--- config.mk ---
export PLATFORM = sky130hd
export DESIGN_NAME = fft_controller
export DESIGN_NICKNAME = d
export VERILOG_FILES = /design/src/rtl/fft_controller.sv
export SDC_FILE = /design/constraint.sdc
export NUM_CORES = 1
export LEC_CHECK = 0
export BUFFER_PORTS_ARGS = -buffer_cell sky130_fd_sc_hd__buf_2
export CORE_UTILIZATION = 52
export CTS_CLUSTER_DIAMETER = 50
export DETAILED_ROUTE_END_ITERATION = 8
export PLACE_DENSITY = 0.87
export SETUP_SLACK_MARGIN = 0.1
export SLEW_MARGIN = 10
export SYNTH_ARGS = -nofsm -noshare
export SYNTH_HDL_FRONTEND = slang
export SYNTH_SLANG_ARGS = --single-unit
export TNS_END_PERCENT = 5
--- constraint.sdc ---
create_clock -name clk -period 2.34 [get_ports clk]
set_clock_uncertainty 0.1 [all_clocks]
set_input_delay 0.351 -clock clk [delete_from_list [all_inputs] [get_ports clk]]
set_output_delay 0.351 -clock clk [all_outputs]
set_load 0.02 [all_outputs]
--- src/rtl/fft_controller.sv ---
// fft_controller: sequencer for a 64-point radix-2 FFT, driving sample load,
// per-stage butterfly read/write pairs over ping-pong banks, and result output.
module fft_controller #(
    parameter int N_LEVELS = 6,
    parameter int N_BFLY   = 32
) (
    input  logic       clk,
    input  logic       reset,
    input  logic       start,
    input  logic       sample_valid,
    input  logic       out_ready,
    output logic       load,
    output logic       processing,
    output logic       done,
    output logic [5:0] fft_level,
    output logic [5:0] butterfly_iter,
    output logic [5:0] load_address,
    output logic [5:0] out_address,
    output logic       we,
    output logic       bank_sel,
    output logic       out_valid,
    output logic       frame_done,
    output logic       busy
);
    localparam logic [2:0] IDLE    = 3'd0;
    localparam logic [2:0] LOAD    = 3'd1;
    localparam logic [2:0] PROC_RD = 3'd2;
    localparam logic [2:0] PROC_WR = 3'd3;
    localparam logic [2:0] OUTPUT  = 3'd4;
    localparam logic [5:0] LAST_LVL = 6'(N_LEVELS - 1);
    localparam logic [5:0] LAST_BF  = 6'(N_BFLY - 1);

    logic [2:0] state;

    always_comb begin
        load       = state == LOAD;
        processing = state == PROC_RD || state == PROC_WR;
        done       = state == OUTPUT;
        we         = state == PROC_WR;
        busy       = state != IDLE;
        out_valid  = done;
    end

    // Counters leave their state at 0, so each phase starts from a clean index.
    always_ff @(posedge clk or posedge reset) begin
        if (reset) begin
            state          <= IDLE;
            fft_level      <= '0;
            butterfly_iter <= '0;
            load_address   <= '0;
            out_address    <= '0;
            bank_sel       <= 1'b0;
            frame_done     <= 1'b0;
        end else begin
            frame_done <= 1'b0;
            case (state)
                IDLE: if (start) state <= LOAD;
                LOAD: if (sample_valid) begin
                    load_address <= load_address + 6'd1;
                    if (load_address == 6'd63) state <= PROC_RD;
                end
                PROC_RD: state <= PROC_WR;
                PROC_WR: begin
                    state <= PROC_RD;
                    if (butterfly_iter == LAST_BF) begin
                        butterfly_iter <= '0;
                        bank_sel       <= ~bank_sel;
                        if (fft_level == LAST_LVL) begin
                            fft_level <= '0;
                            state     <= OUTPUT;
                        end else fft_level <= fft_level + 6'd1;
                    end else butterfly_iter <= butterfly_iter + 6'd1;
                end
                OUTPUT: if (out_ready) begin
                    out_address <= out_address + 6'd1;
                    if (out_address == 6'd63) begin
                        state      <= IDLE;
                        frame_done <= 1'b1;
                    end
                end
                default: state <= IDLE;
            endcase
        end
    end
endmodule

==> summary.md <==
| Metric | Value |
|---|---|
| Status | completed |
| Syn. warnings | 0 |
| Nets | between 150 and 200 |
| CP Class | flip-flop to primary output |
| Worst min path class | input port to flip-flop |
| Area growth syn-to-layout | 18.3% |
| Die width | between 50 and 60 um |
| Routed Antenna Nets | 0 |
| Setup violators final | 0 |
| CTS Buffer Depth | 2 |
| Pin count of the biggest net entering global routing | 30 |
| Reg2reg path depth | 5 |
| Global-route usage over all layers | 0.223 |
| CTS Sinks | 29 |
| Num rows | 18 |
| CP delay by family, top | flip-flops |
| Reg2reg start | fft_level[1] |
| Placed wire-length estimate | ~2.1 mm |
| Crit-path cells | nor3b_1, buf_2 |
| PostCTS Resize Cnt | 0 |
| Via count | ~1100 |
| Slew margin rel. | 0.724 |
| Seq/Total Area, Yosys | 0.497 |
| Clock Latency Late Sink | about 0.31 ns |
| Mapped Nets | between 100 and 150 |
| Area occupied by multi-input gates | ~680 um^2 |
| Hold Path Origin | out_ready |
| Mapped Cells | 135 |
| Most frequent cells in the layout | buf_2 (36), dfrtp_1 (29), nand2_1 (13) |
| Vias in the first global route | between 1000 and 1500 |
| Mapped Area | roughly 1500 um^2 |
| # Max-Cap Violations | 0 |
| Pre-antenna DRT Iters | 4 |
| Area of the die | ~3000 um^2 |
| TritonCTS buffer count | 5 |
| Setup crit start | state[1] |
| Most used DFF post-synth | dfrtp_1 |
| CP required | ~1.9 ns |
| Tmin final | between 1.5 and 2 ns |
| Initial antenna violation count | 0 |
| Gp weighted congestion | between 0.7 and 0.8 |
| I/O Buffers | 36 |
| Clock Tree Root | clkbuf_4 |
| Post-DR wirelength/cell | 14.0 um |
| Worst setup SP type | flip-flop |
| Vias per Instance | 5.48 |
| Critical-path top delay cell | dfrtp_1 |
| Sequential cell area | 726 um^2 |
| Hold slack | a little under 0.3 ns |
| Max Fclk | 517 MHz |
| Initial DRC Count | 26 |
| EDFF count, synth | 0 |
| Unrepaired setup endpoints after global routing | no |
| # fillers | between 200 and 250 |
| Area leader, netlist | dfrtp_1 |
| Worst Max-Slew Pin Slew | ~0.41 ns |
| Most common cell after layout, fill and taps aside | buf_2 |
| CTS clk-pin slew, worst paths | about 0.090 ns |
| Num ports | 37 |
| Core area | 2570 um^2 |
| Critical path's largest stage delay | approximately 0.54 ns |
| Cell variety after synth | 38 |
| Share of layout cells above drive strength 1 | 0.305 |
| DRC | 0 |
| Ranking of synthesized cells by area | dfrtp_1 (50%), xnor2_1 (7.2%), ha_1 (4.3%) |
| TritonCTS clock tree | done |
| Hold path depth | 4 |
| Aggregate routed wire length | 2.90 mm |
| Mean Syn Cell Area | roughly 11 um^2 |
| Global-route wire length before repair | ~4.6 mm |
| H-Tree Level Count | 2 |
| CP Max Fanout | 12 |
| Grt total ovfl | 0 |
| Critical path arrival | ~1.5 ns |
| CP Depth | 2 |
| P per Cell Area | around 800 nW/um^2 |
| IR drop worst, VDD | between 0.0006 and 0.0007 V |
| Final Util | 0.673 |
| FFs w/ async S/R, synth | 1.00 |
| Worst Path Buf+Inv | 1 |
| Tot Pwr | 1.35 mW |
| Starting Density | 0.569 |
| ANT cells | 0 |
| Register bit total from synthesis | 29 |
| Period utilisation layout | 0.826 |
| Max-slew violations | 0 |
| Share of the synthesized area in the top cell type | 0.497 |
| Final hold violations | 0 |
| LEAKAGE | between 0.8 and 0.9 nW |
| Die height | ~55 um |
| CP Capture Type | primary output |
| Setup TNS | 0 ns |
==> worst register-to-register path: cells and delay by family (launching register included) <==
kind / cells / cell delay (ns)
and+or+nand+nor: 1 / 0.50
DFF: 1 / 0.43
muxes: 1 / 0.25
AOI/OAI and AO/OA: 1 / 0.18
adders and majority gates: 1 / 0.14
buffers and inverters: 1 / 0.07
==> logic make-up (layout without fill, tap and decap cells) <==
group | after synthesis | after routing | share of synthesized area
AND/OR/NAND/NOR | 52 | 52 | 0.219
AO/OA/AOI/OAI | 18 | 18 | 0.0831
flip-flops | 29 | 29 | 0.497
buffers and inverters | 12 | 54 | 0.0368
multiplexers | 4 | 4 | 0.0308
adder cells (fa/ha/maj) | 5 | 5 | 0.0428
XOR/XNOR | 15 | 15 | 0.0900
==> area by class of cell <==
| class | instances | area share |
|---|---|---|
| Sequential cell | 29 | 0.420 |
| Multi-Input combinational cell | 94 | 0.394 |
| Timing Repair Buffer | 39 | 0.119 |
| Clock buffer | 6 | 0.0239 |
| Tap cell | 30 | 0.0217 |
| Inverter | 7 | 0.0152 |
| Clock inverter | 2 | 0.00580 |
==> final timing paths <==
kind	slack, ns	to
setup / recovery	0.41	done
hold / removal	0.30	state[2]
setup reg to reg	0.56	fft_level[3]
hold reg to reg	0.38	bank_sel
max in group asynchronous	1.33	bank_sel
min in group asynchronous	0.54	out_address[3]
==> cells in the mapped netlist, types with 2 or more instances <==
cell / instances
dfrtp_1: 29
nor2_1: 3
inv_1: 7
nand3_1: 5
xor2_1: 3
and3_1: 2
nand2_1: 13
clkbuf_1: 2
or3_1: 2
ha_1: 5
nor3_1: 8
mux2_2: 4
nor4_1: 2
o31ai_1: 4
o21ai_0: 7
xnor2_1: 12
nand4_1: 5
buf_4: 2
==> sequential cells by signal, indices dropped and copies added, names as in the netlist <==
signal	cells
butterfly_iter	6
fft_level	6
load_address	6
out_address	6
state	3
bank_sel	1
frame_done	1
==> per-stage QoR <==
step           area (um^2)  cells  worst slack [ns]
2_1_floorplan         1460    135             0.427
3_3_place_gp          1670    198             0.640
3_5_place_dp          1670    198             0.580
4_1_cts               1730    207             0.390
5_1_grt               1730    207             0.264
6_report              1730    207             0.407
==> layer usage <==
layer	global-route usage	vias to the layer above	share of wire	routed length, um
li1	-	560	-	-
met1	0.270	539	0.44	1270
met2	0.371	33	0.51	1480
met3	0.0792	2	0.049	141
met4	0.0625	0	0.0034	10
met5	0	-	0	0
==> power breakdown <==
part	internal (mW)	switching (mW)	leakage, nW
logic	0.163	0.228	0.444
clock network	0.114	0.168	0.0320
registers	0.575	0.101	0.385
==> what timing repair did <==
action	in CTS	in global routing
hold endpoints to repair	23	0
buffers inserted	0	0
hold buffers	1	0
(Power assumes the default switching activity.)
